File: config.mk
export PLATFORM = sky130hd
export DESIGN_NAME = spi_cfg_sequencer
export DESIGN_NICKNAME = d
export VERILOG_FILES = /design/src/rtl/spi_seq_pkg.sv /design/src/rtl/spi_init_rom.sv /design/src/rtl/spi_cfg_sequencer.sv
export SDC_FILE = /design/constraint.sdc
export NUM_CORES = 1
export LEC_CHECK = 0
export BUFFER_PORTS_ARGS = -buffer_cell sky130_fd_sc_hd__buf_2
export CORE_MARGIN = 2
export CORE_UTILIZATION = 25
export DETAILED_ROUTE_END_ITERATION = 10
export HOLD_SLACK_MARGIN = 0.08
export SETUP_SLACK_MARGIN = 0.15
export SKIP_LAST_GASP = 1
export SYNTH_ARGS = -nofsm -noshare
export SYNTH_HDL_FRONTEND = slang
export SYNTH_SLANG_ARGS = --single-unit
export TNS_END_PERCENT = 20
File: constraint.sdc
create_clock -name CLK -period 2.6 [get_ports CLK]
set_input_delay 0.65 -clock CLK [delete_from_list [all_inputs] [get_ports CLK]]
set_output_delay 0.65 -clock CLK [all_outputs]
set_load 0.01 [all_outputs]
File: src/rtl/spi_seq_pkg.sv
// Shared types and constants for the SPI configuration sequencer.
// FSM state encoding, data width and the default init table contents.
package spi_seq_pkg;

    localparam int SPI_WORD_W = 16;

    typedef enum logic [2:0] {
        S_START,
        S_ISSUE,
        S_WAIT_LOW,
        S_WAIT_HIGH,
        S_GAP,
        S_READY
    } spi_seq_state_t;

    localparam logic [SPI_WORD_W-1:0] SPI_INIT_W0 = 16'h0F01;
    localparam logic [SPI_WORD_W-1:0] SPI_INIT_W1 = 16'h1020;
    localparam logic [SPI_WORD_W-1:0] SPI_INIT_W2 = 16'h2133;
    localparam logic [SPI_WORD_W-1:0] SPI_INIT_W3 = 16'h2200;
    localparam logic [SPI_WORD_W-1:0] SPI_INIT_W4 = 16'h2380;
    localparam logic [SPI_WORD_W-1:0] SPI_INIT_W5 = 16'h2407;
    localparam logic [SPI_WORD_W-1:0] SPI_INIT_W6 = 16'h30FF;
    localparam logic [SPI_WORD_W-1:0] SPI_INIT_W7 = 16'h3F00;

endpackage

File: src/rtl/spi_init_rom.sv
// Combinational init-table ROM: index in, 16-bit register word out.
// Entries beyond the default table read as zero.
module spi_init_rom
    import spi_seq_pkg::*;
(
    input  logic [3:0]            idx,
    output logic [SPI_WORD_W-1:0] word
);

    always_comb begin
        word = '0;
        case (idx)
            4'd0:    word = SPI_INIT_W0;
            4'd1:    word = SPI_INIT_W1;
            4'd2:    word = SPI_INIT_W2;
            4'd3:    word = SPI_INIT_W3;
            4'd4:    word = SPI_INIT_W4;
            4'd5:    word = SPI_INIT_W5;
            4'd6:    word = SPI_INIT_W6;
            4'd7:    word = SPI_INIT_W7;
            default: word = '0;
        endcase
    end

endmodule

File: src/rtl/spi_cfg_sequencer.sv
// Streams the init table to spi_write after reset, then forwards host writes.
// Optional per-frame ORDY watchdog enabled by defining SPI_SEQ_TIMEOUT_EN.
module spi_cfg_sequencer
    import spi_seq_pkg::*;
#(
    parameter int N_WORDS    = 8,
    parameter int GAP_CYCLES = 4,
    parameter int TIMEOUT    = 1024
) (
    input  logic                  CLK,
    input  logic                  reset,
    input  logic                  ORDY,
    output logic                  GO,
    output logic [SPI_WORD_W-1:0] regdata,
    input  logic                  host_req,
    input  logic [SPI_WORD_W-1:0] host_data,
    output logic                  host_ack,
    output logic                  init_done,
    output logic                  busy,
    output logic [3:0]            word_idx,
    output logic                  err
);

    localparam logic [3:0] LAST_IDX = 4'(N_WORDS - 1);
    localparam logic [7:0] GAP_LAST = 8'(GAP_CYCLES - 1);

    spi_seq_state_t        state_q, state_d;
    logic [SPI_WORD_W-1:0] regdata_q, regdata_d;
    logic [3:0]            word_idx_q, word_idx_d;
    logic [7:0]            gap_q, gap_d;
    logic                  src_host_q, src_host_d;
    logic                  init_done_q, init_done_d;
    logic                  host_ack_q, host_ack_d;
    logic                  frame_end;
    logic [3:0]            rom_addr;
    logic [SPI_WORD_W-1:0] rom_word;

    // In S_GAP the word being loaded is the next one, not the current index.
    assign rom_addr = (state_q == S_GAP) ? word_idx_q + 4'd1 : word_idx_q;

    spi_init_rom u_rom (
        .idx  (rom_addr),
        .word (rom_word)
    );

`ifdef SPI_SEQ_TIMEOUT_EN
    localparam logic [15:0] TMO_LAST = 16'(TIMEOUT - 1);
    logic [15:0] tmo_q, tmo_d;
    logic        err_q, err_d;
`endif

    always_comb begin
        state_d     = state_q;
        regdata_d   = regdata_q;
        word_idx_d  = word_idx_q;
        gap_d       = gap_q;
        src_host_d  = src_host_q;
        init_done_d = init_done_q;
        host_ack_d  = 1'b0;
        frame_end   = 1'b0;
        case (state_q)
            S_START: begin
                if (ORDY) begin
                    regdata_d  = rom_word;
                    src_host_d = 1'b0;
                    state_d    = S_ISSUE;
                end
            end
            S_ISSUE:     state_d = S_WAIT_LOW;
            S_WAIT_LOW:  if (!ORDY) state_d = S_WAIT_HIGH;
            S_WAIT_HIGH: if (ORDY) frame_end = 1'b1;
            S_GAP: begin
                if (gap_q == 8'd0) begin
                    if (src_host_q) begin
                        state_d = S_READY;
                    end else if (word_idx_q < LAST_IDX) begin
                        word_idx_d = word_idx_q + 4'd1;
                        regdata_d  = rom_word;
                        state_d    = S_ISSUE;
                    end else begin
                        init_done_d = 1'b1;
                        state_d     = S_READY;
                    end
                end else begin
                    gap_d = gap_q - 8'd1;
                end
            end
            S_READY: begin
                if (host_req) begin
                    regdata_d  = host_data;
                    src_host_d = 1'b1;
                    state_d    = S_ISSUE;
                end
            end
            default: state_d = S_START;
        endcase
`ifdef SPI_SEQ_TIMEOUT_EN
        tmo_d = 16'd0;
        err_d = err_q;
        if (state_q == S_WAIT_LOW || state_q == S_WAIT_HIGH) begin
            if (tmo_q == TMO_LAST) begin
                err_d     = 1'b1;
                frame_end = 1'b1;
            end else begin
                tmo_d = tmo_q + 16'd1;
            end
        end
`endif
        // A timed-out frame is retired exactly like a completed one.
        if (frame_end) begin
            state_d    = S_GAP;
            gap_d      = GAP_LAST;
            host_ack_d = src_host_q;
        end
    end

    always_ff @(posedge CLK or posedge reset) begin
        if (reset) begin
            state_q     <= S_START;
            regdata_q   <= '0;
            word_idx_q  <= 4'd0;
            gap_q       <= 8'd0;
            src_host_q  <= 1'b0;
            init_done_q <= 1'b0;
            host_ack_q  <= 1'b0;
        end else begin
            state_q     <= state_d;
            regdata_q   <= regdata_d;
            word_idx_q  <= word_idx_d;
            gap_q       <= gap_d;
            src_host_q  <= src_host_d;
            init_done_q <= init_done_d;
            host_ack_q  <= host_ack_d;
        end
    end

`ifdef SPI_SEQ_TIMEOUT_EN
    always_ff @(posedge CLK or posedge reset) begin
        if (reset) begin
            tmo_q <= 16'd0;
            err_q <= 1'b0;
        end else begin
            tmo_q <= tmo_d;
            err_q <= err_d;
        end
    end
    assign err = err_q;
`else
    assign err = 1'b0;
`endif

    assign GO        = (state_q == S_ISSUE);
    assign busy      = (state_q != S_READY);
    assign regdata   = regdata_q;
    assign word_idx  = word_idx_q;
    assign init_done = init_done_q;
    assign host_ack  = host_ack_q;

endmodule
==> flow_summary_export.csv, run 1 <==
group,metric,value,unit
cts,htree_levels,2,
layout,antenna_cells,0,
flow_run,maxCapViolations,0,
synth,synth_xor_area_frac,0.0402,
synth,synthCells,214,
synth,yosysWarnings,0,
critical_path,critPathLaunchType,"register",
routing,drc_errors,0,
place,gp_congestion,0.765,
sta,min_period,2.25,ns
outcome,status,"completed",
power,p_sw,0.000880,W
synth,ys_ff_latch,34,
global_routing,gr-total-overflow,0,
routing,drt-initial-drc-count,93,
layout,final_area,2450,um2
synth,yosysSeqAreaShare,0.434,
power,p_leak,1.15,nW
critical_path,cp_slowest_cell,"or3b_2",
synth,netlist_top_cells_area,"dfrtp_1 (43%), nor2_1 (5.2%), ha_1 (4.5%), nand2_1 (3.8%), a31oi_1 (3.5%)",
routing,num_vias,1647,
cts,cts_root_buf,"clkbuf_8",
critical_path,r2r_end,"regdata[11]$_DFFE_PP0P_",
cts,cts_setup_buffers,0,
critical_path,required,2.78,ns
cts,clock_latency,0.30,ns
layout,multiInputGateArea,1000,um2
synth,yosys.area.top_type,"dfrtp_1",
synth,synth_top_family_by_area,"simple AND/OR/NAND/NOR gates",
global_routing,grtUsageTotal,0.112,
sta,fmax,444,MHz
sta,worst_pin_slew,0.706,ns
layout,nets,284,
synth,synth-adder-area-share,0.0447,
floorplan,floorplan.die_area,8560,um2
power,vdd_ir_drop_max,363,uV
power,p_sw_frac,0.359,
worst_hold_path,hp-class,"in -> async",
place,place_area,2300,um2
synth,synthArstFlopShare,1.00,
synth,syn-cell-area,1960,um2
synth,yosysTopAreaCellShare,0.434,
place,dp.cells,352,
floorplan,initial_core_util,0.256,
synth,synthDistinctLibCells,45,
routing,vias_per_cell,4.58,
synth,synth-edff-count,0,
power,p_comb_frac,0.418,
floorplan,fp.coreArea,7650,um2
power,pwr-share-clk,0.240,
power,p_per_area,1000,nW/um2
critical_path,arrival,2.43,ns
power,intPower,0.00157,W
place,port_buffers,43,
cts,clk_pin_slew,0.07,ns
floorplan,fp.dieH,92.5,um
sta,clock_skew,0.0102,ns
layout,seq_area,851,um2
sta,tns,0,ns
routing,first_pass_iters,4,
global_routing,grt_pass1_wl,7.45,mm
floorplan,row_count,32,
critical_path,worstSetupPathType,"reg -> reg",
synth,synth.area.mux_share,0.0268,
routing,ant_nets,0,
power,seqPwrFrac,0.343,
synth,synth-main-ff-cell,"dfrtp_1",
routing,drt_wl_total,4.55,mm
synth,synth_fp_nets,241,
layout,area_growth,25.0,%
sta,rsz0062_at_grt,"false",
cts,clock-sinks,34,
floorplan,io_pins,45,
cts,clk_path_buf_depth,2,
place,dp_hpwl,3.37,mm
layout,nFillCells,796,
floorplan,dieWidth,92.5,um
sta,setup_viol,0,
global_routing,grt_max_degree,35,
critical_path,r2r_cells,7,
critical_path,cp_max_fo,6,
sta,hold_violations,0,
global_routing,antenna_found_initial,0,
cts,cts_tree,"done",
sta,min_period_over_period,0.867,
routing,post_drt_wl_per_cell,12.6,um
critical_path,r2r_setup_slack,0.35,ns
critical_path,crit_chain,"or3b_2 > mux2i_1 > inv_1 > ha_1 > mux2_2 > a22oi_1 > a21oi_1",
synth,synthSimpleGateAreaFrac,0.209,
cts,numCtsBuffers,5,
critical_path,r2r-start,"state_q[1]$_DFFE_PP0P_",
critical_path,end_kind,"register",
critical_path,cpPeakStageDelay,0.56,ns
layout,fin_cells,360,
synth,synth.avg_cell_area,9.16,um2
sta,slew_headroom,0.524,
global_routing,grt_pass1_vias,1495,
power,power.total,0.00245,W
sta,drv_slew,0,
layout,layout-drive-gt1-share,0.279,
synth,synth_compound_area_frac,0.185,
-- what timing repair did --
action	CTS	global route
gates resized for setup	0	1
setup endpoints to repair	0	1
hold buffers	0	0
-- how the worst max path moves through the flow --
stage,startpoint,endpoint,slack (ns),cells past startpoint
after detailed placement,state_q[1]$_DFFE_PP0P_,regdata[11]$_DFFE_PP0P_,0.33,7
final,state_q[1]$_DFFE_PP0P_,regdata[11]$_DFFE_PP0P_,0.35,7
after CTS,state_q[1]$_DFFE_PP0P_,regdata[11]$_DFFE_PP0P_,0.31,7
after global placement,state_q[1]$_DFFE_PP0P_,regdata[1]$_DFFE_PP0P_,0.39,7
after global routing,state_q[1]$_DFFE_PP0P_,regdata[1]$_DFFE_PP0P_,0.16,7
after floorplan,state_q[1]$_DFFE_PP0P_,regdata[11]$_DFFE_PP0P_,0.39,8
-- synthesized netlist by cell type, types with 2 or more instances --
master    number
dfrtp_1       34
nor2_1        27
nand2_1       20
inv_1         12
a21oi_1       11
a31oi_1       11
o21ai_0       10
clkbuf_1       9
ha_1           7
nand3_1        7
a22oi_1        6
xnor2_1        6
o211ai_1       5
a21o_1         3
buf_4          3
mux2i_1        3
xor2_1         3
and2_1         2
and3_1         2
buf_2          2
mux2_2         2
nand2b_1       2
nor3_1         2
nor3b_1        2
or2_2          2
or3_1          2
-- routing by layer --
metal / share of wire / wire length, um / global-route usage / up-vias
met2: 0.45 / 2060 / 0.164 / 39
met1: 0.48 / 2170 / 0.155 / 775
met4: 0.013 / 59 / 0.0448 / 0
met3: 0.058 / 265 / 0.0309 / 6
li1: - / - / - / 827
met5: 0 / 0 / 0 / -
-- cells by family after synthesis --
kind of cell / count (synthesis)
compound gates: 53
xor+xnor: 9
fa+ha+maj: 7
buf+inv: 27
flops: 34
mux: 5
other cells: 1
simple gates: 78
-- power by group through the flow --
stage / clock network, W / registers (W) / logic (W)
after CTS: 0.000609 / 0.000842 / 0.00104
after global routing: 0.000643 / 0.000869 / 0.00116
after global placement: 0 / 0.000850 / 0.00102
after detailed placement: 0 / 0.000853 / 0.00103
final: 0.000588 / 0.000841 / 0.00102
after floorplan: 0 / 0.000891 / 0.000678
-- worst max-delay path: cells and delay by family (launching register included) --
family,cells,cell delay [ns]
and+or+nand+nor,1,0.56
adders and majority gates,1,0.22
AOI/OAI and AO/OA,2,0.24
buffers and inverters,1,0.12
DFF,1,0.37
muxes,2,0.64
-- placed cells by master (no fill, tap or decap), types with 10 or more instances in the layout --
cell type and n:
nand2_1 20, buf_2 43, a31oi_1 11, nor2_1 27
a21oi_1 11, inv_1 12, o21ai_0 10, dfrtp_1 34
-- layout make-up --
cell class                      instances  area share
Inverter                               12      0.0184
Sequential cell                        34       0.347
Clock buffer                            5      0.0281
Multi-Input combinational cell        153       0.409
Tap cell                              102      0.0521
Timing Repair Buffer                   51       0.117
Clock inverter                          3      0.0281
-- registers in the layout, summed over array words and instances, names as in the netlist --
register / cells
gap_q: 8
state_q: 3
host_ack: 1
src_host_q: 1
init_done: 1
regdata: 16
word_idx: 4
-- metrics by stage --
step | hold WS [ns] | utilization | setup WS, ns
floorplan | 0.461 | - | 0.393
global placement | 0.455 | 0.301 | 0.391
detailed placement | 0.461 | 0.301 | 0.330
CTS | 0.458 | 0.319 | 0.315
global route | 0.490 | 0.320 | 0.161
finish | 0.432 | 0.320 | 0.347
Note: power is estimated with default switching activity, not from simulation.
==> inputs of run 2 (changes only) <==
--- a/config.mk
+++ b/config.mk
@@ -8,3 +8,2 @@
 export BUFFER_PORTS_ARGS = -buffer_cell sky130_fd_sc_hd__buf_2
-export CORE_MARGIN = 2
 export CORE_UTILIZATION = 25
--- a/constraint.sdc
+++ b/constraint.sdc
@@ -3,2 +3,2 @@
 set_output_delay 0.65 -clock CLK [all_outputs]
-set_load 0.01 [all_outputs]
+set_load 0.005 [all_outputs]
==> run 2 against run 1 <==
Net effect: critical path depth did not move; critical path type unchanged; worst hold slack improved by 0.013 ns; highest routed layer unchanged; utilization rose by 0.22 points; worst setup slack got worse by 0.068 ns; clock-buffer cell count rose by 1; sequential share of layout area rose by 0.87 points; die area fell by 4.3%; cell area fell by 2.5%.
==> flow_summary_export.csv, run 2 (synthesis gave the netlist of run 1 again) <==
group,metric,value,unit
outcome,status,"completed",
power,vdd_ir_drop_max,396,uV
sta,rsz0062_at_grt,"true",
global_routing,grt_pass1_wl,7.41,mm
layout,area_growth,22.0,%
critical_path,crit_family,"multiplexers",
layout,nets,286,
sta,setup_viol,0,
routing,first_pass_iters,4,
critical_path,r2r_cells,7,
cts,clk_path_buf_depth,2,
routing,drt-initial-drc-count,90,
floorplan,io_pins,45,
layout,layout-drive-gt1-share,0.279,
layout,antenna_cells,0,
layout,final_area,2390,um2
critical_path,r2r_setup_slack,0.28,ns
global_routing,gr-total-overflow,0,
floorplan,floorplan.die_area,8200,um2
floorplan,dieWidth,90.5,um
global_routing,grt_max_degree,35,
cts,numCtsBuffers,5,
sta,min_period_over_period,0.893,
routing,drt_wl_total,4.53,mm
critical_path,crit_chain,"or3b_2 > mux2i_1 > inv_1 > ha_1 > mux2_2 > a22oi_1 > a21oi_1",
floorplan,fp.dieH,90.5,um
cts,htree_levels,2,
sta,hold_violations,0,
routing,post_drt_wl_per_cell,12.7,um
critical_path,r2r_end,"regdata[11]$_DFFE_PP0P_",
cts,clk_pin_slew,0.07,ns
floorplan,initial_core_util,0.264,
sta,tns,0,ns
place,dp_hpwl,3.32,mm
cts,clock-sinks,34,
sta,clock_skew,0.00471,ns
sta,fmax,431,MHz
power,p_leak,1.13,nW
sta,drv_slew,0,
cts,clock_latency,0.28,ns
place,gp_congestion,0.809,
critical_path,startpoint,"state_q[1]$_DFFE_PP0P_",
critical_path,cp_max_fo,6,
global_routing,antenna_found_initial,0,
worst_hold_path,hp-class,"in -> async",
critical_path,critPathLaunchType,"register",
routing,num_vias,1653,
place,port_buffers,43,
floorplan,fp.coreArea,7410,um2
floorplan,row_count,31,
routing,vias_per_cell,4.63,
critical_path,r2r-start,"state_q[1]$_DFFE_PP0P_",
power,p_per_area,914,nW/um2
critical_path,cpPeakStageDelay,0.57,ns
place,place_area,2300,um2
routing,drc_errors,0,
layout,final_common_cell,"buf_2",
critical_path,cp_num_buf_inv,1,
critical_path,required,2.76,ns
flow_run,maxCapViolations,0,
routing,ant_nets,0,
critical_path,cp_slowest_cell,"or3b_2",
cts,cts_root_buf,"clkbuf_8",
layout,fin_cells,357,
layout,largest_register_ffs,16,
global_routing,grt_pass1_vias,1538,
global_routing,grtUsageTotal,0.113,
critical_path,arrival,2.48,ns
cts,cts_tree,"done",
layout,layout_common_cells,"buf_2 (43), dfrtp_1 (34), nor2_1 (27)",
sta,min_period,2.32,ns
cts,cts_hold_buffers,0,
critical_path,worstSetupPathType,"reg -> reg",
place,dp.cells,351,
critical_path,end_kind,"register",
[run 2: tightest hold or removal path, cell delays in order]
cell   delay (ns)
buf_2        0.09
inv_1        0.04
buf_4        0.37
[run 2: final cells by class]
cell class                 instances  area (um2)
timing repair buffer              53         290
sequential                        34         851
inverter                          12        45.0
multi-input combinational        153         997
tap                               99         124
fill                             770        5020
clock buffer                       6        82.6
[run 2: metal layers]
layer	wire length, um	up-vias	track usage
met3	237	4	0.0320
met1	2250	774	0.149
li1	-	830	-
met4	38	0	0.0403
met2	2000	45	0.175
met5	0	-	0
[run 2: worst max-delay path by stage]
stage	endpoint	slack, ns	cells after the start
2_1_floorplan	regdata[11]$_DFFE_PP0P_	0.39	8
3_3_place_gp	regdata[6]$_DFFE_PP0P_	0.28	7
3_5_place_dp	regdata[11]$_DFFE_PP0P_	0.28	7
4_1_cts	regdata[11]$_DFFE_PP0P_	0.26	7
5_1_grt	regdata[11]$_DFFE_PP0P_	0.12	7
6_report	regdata[11]$_DFFE_PP0P_	0.28	7
[run 2: timing repair]
item                       CTS  global route
setup endpoints to repair    0            13
resized for setup            0             1
buffers inserted             0             0
[run 2: metrics by stage]
stage                     worst slack [ns]  power, W  hold WS [ns]  utilization
after global routing                 0.116   0.00237         0.487        0.323
after CTS                            0.260   0.00222         0.472        0.322
final                                0.279   0.00219         0.445        0.323
after floorplan                      0.393   0.00152         0.461            -
after global placement               0.284   0.00181         0.457        0.311
after detailed placement             0.277   0.00182         0.464        0.311
[run 2: power breakdown]
group | switching (W) | internal [W] | leakage [nW]
Sequential | 0.000123 | 0.000721 | 0.414
Combinational | 0.000508 | 0.000451 | 0.673
Clock | 0.000179 | 0.000204 | 0.0431
==> inputs of run 3 (changes only) <==
- BUFFER_PORTS_ARGS: -buffer_cell sky130_fd_sc_hd__buf_2 -> not set
- DONT_BUFFER_PORTS: not set -> 1
==> run 3 against run 2 <==
Net effect: cell count decreased by 11%; power decreased by 5.3%; critical path depth unchanged; utilization decreased by 2.9 points; global-route usage increased by 0.068 points; sequential share of layout area increased by 3.5 points; register-to-register slack improved by 0.06 ns.
==> flow_summary_export.csv, run 3 (synthesis gave the netlist of run 1 again) <==
group,metric,value,unit
place,place_area,2100,um2
critical_path,cpPeakStageDelay,0.57,ns
power,p_per_area,950,nW/um2
layout,area_growth,11.2,%
routing,first_pass_iters,4,
sta,drv_slew,0,
routing,num_vias,1518,
place,dp_hpwl,3.24,mm
global_routing,grt_max_degree,35,
layout,layout_common_cells,"dfrtp_1 (34), nor2_1 (27), nand2_1 (20)",
critical_path,cp_slowest_cell,"or3b_2",
sta,rsz0062_at_grt,"false",
cts,clk_path_buf_depth,2,
critical_path,critPathLaunchType,"register",
power,p_leak,0.954,nW
routing,drt_wl_total,4.38,mm
cts,clock-sinks,34,
outcome,status,"completed",
power,vdd_ir_drop_max,336,uV
critical_path,arrival,2.47,ns
place,dp_slack,0.234,ns
floorplan,dieWidth,90.5,um
cts,numCtsBuffers,5,
floorplan,row_count,31,
critical_path,crit_family,"simple AND/OR/NAND/NOR gates",
cts,cts_tree,"done",
critical_path,end_kind,"register",
layout,final_common_cell,"dfrtp_1",
layout,nFillCells,783,
routing,drt-initial-drc-count,95,
floorplan,fp.dieH,90.5,um
sta,clock_skew,0.00490,ns
cts,cts_setup_buffers,0,
layout,multiInputGateArea,997,um2
critical_path,cp_num_buf_inv,0,
global_routing,grtUsageTotal,0.113,
flow_run,maxCapViolations,0,
critical_path,cp_max_fo,6,
sta,hold_violations,0,
critical_path,r2r_cells,7,
layout,antenna_cells,0,
sta,tns,0,ns
sta,setup_viol,0,
cts,cts_root_buf,"clkbuf_8",
floorplan,fp.coreArea,7410,um2
sta,min_period,2.26,ns
layout,seq_area,851,um2
layout,nets,244,
layout,largest_register_ffs,16,
sta,min_period_over_period,0.870,
cts,clk_pin_slew,0.07,ns
critical_path,crit_chain,"or3b_2 > mux2i_2 > ha_1 > mux2i_1 > a21oi_1 > o211ai_1 > a31oi_1",
place,port_buffers,0,
place,gp_congestion,0.744,
floorplan,io_pins,45,
critical_path,required,2.81,ns
critical_path,worstSetupPathType,"reg -> reg",
worst_hold_path,hp-class,"in -> async",
routing,vias_per_cell,4.80,
sta,fmax,442,MHz
layout,fin_cells,316,
floorplan,floorplan.die_area,8200,um2
power,power.total,0.00207,W
critical_path,cp.depth,7,
routing,post_drt_wl_per_cell,13.9,um
layout,layout-drive-gt1-share,0.143,
cts,clock_latency,0.28,ns
layout,final_area,2180,um2
global_routing,antenna_found_initial,0,
place,dp.cells,309,
routing,drc_errors,0,
floorplan,initial_core_util,0.264,
global_routing,gr-total-overflow,0,
global_routing,grt_pass1_wl,7.34,mm
cts,htree_levels,2,
routing,ant_nets,0,
global_routing,grt_pass1_vias,1480,
sta,setup_ws,0.337,ns
run 3: per-layer routing:
layer / share of wire / GRT usage / up-vias
met5: 0 / 0 / -
met4: 0.0089 / 0.0363 / 0
met2: 0.44 / 0.169 / 50
li1: - / - / 751
met3: 0.092 / 0.0488 / 5
met1: 0.46 / 0.147 / 712
run 3: final timing paths:
kind,start,to,slack [ns]
min reg2reg,gap_q[4]$_DFFE_PP0P_,gap_q[4]$_DFFE_PP0P_,0.50
max in group asynchronous,reset,word_idx[1]$_DFFE_PP0P_,1.93
max,state_q[1]$_DFFE_PP0P_,regdata[10]$_DFFE_PP0P_,0.34
min in group CLK,ORDY,state_q[1]$_DFFE_PP0P_,0.47
min,reset,gap_q[4]$_DFFE_PP0P_,0.34
max reg2reg,state_q[1]$_DFFE_PP0P_,regdata[10]$_DFFE_PP0P_,0.34
run 3: layout make-up:
| type | instances | area share |
|---|---|---|
| inverter | 12 | 0.0207 |
| sequential | 34 | 0.391 |
| tap | 99 | 0.0569 |
| multi-input combinational | 153 | 0.458 |
| timing repair buffer | 11 | 0.0379 |
| clock buffer | 5 | 0.0316 |
| clock inverter | 2 | 0.00460 |
run 3: power breakdown:
part	total, W	switching, W	internal, W
Clock	0.000363	0.000183	0.000179
Sequential	0.000875	0.000153	0.000722
Combinational	0.000831	0.000460	0.000370
run 3: timing repair:
action / in CTS / in global routing
hold endpoints to repair: 0 / 0
resized for setup: 0 / 1
hold buffers: 0 / 0
setup endpoints to repair: 0 / 4
run 3: per-stage QoR:
step            util  hold WS (ns)
2_1_floorplan      -         0.461
3_3_place_gp   0.283         0.491
3_5_place_dp   0.283         0.497
4_1_cts        0.294         0.358
5_1_grt        0.294         0.374
6_report       0.294         0.345
run 3: worst register-to-register path, stage by stage, from the launching register on:
cell      delay [ns]
dfrtp_1         0.37
or3b_2          0.57
mux2i_2         0.37
ha_1            0.32
mux2i_1         0.10
a21oi_1         0.15
o211ai_1        0.11
a31oi_1         0.19
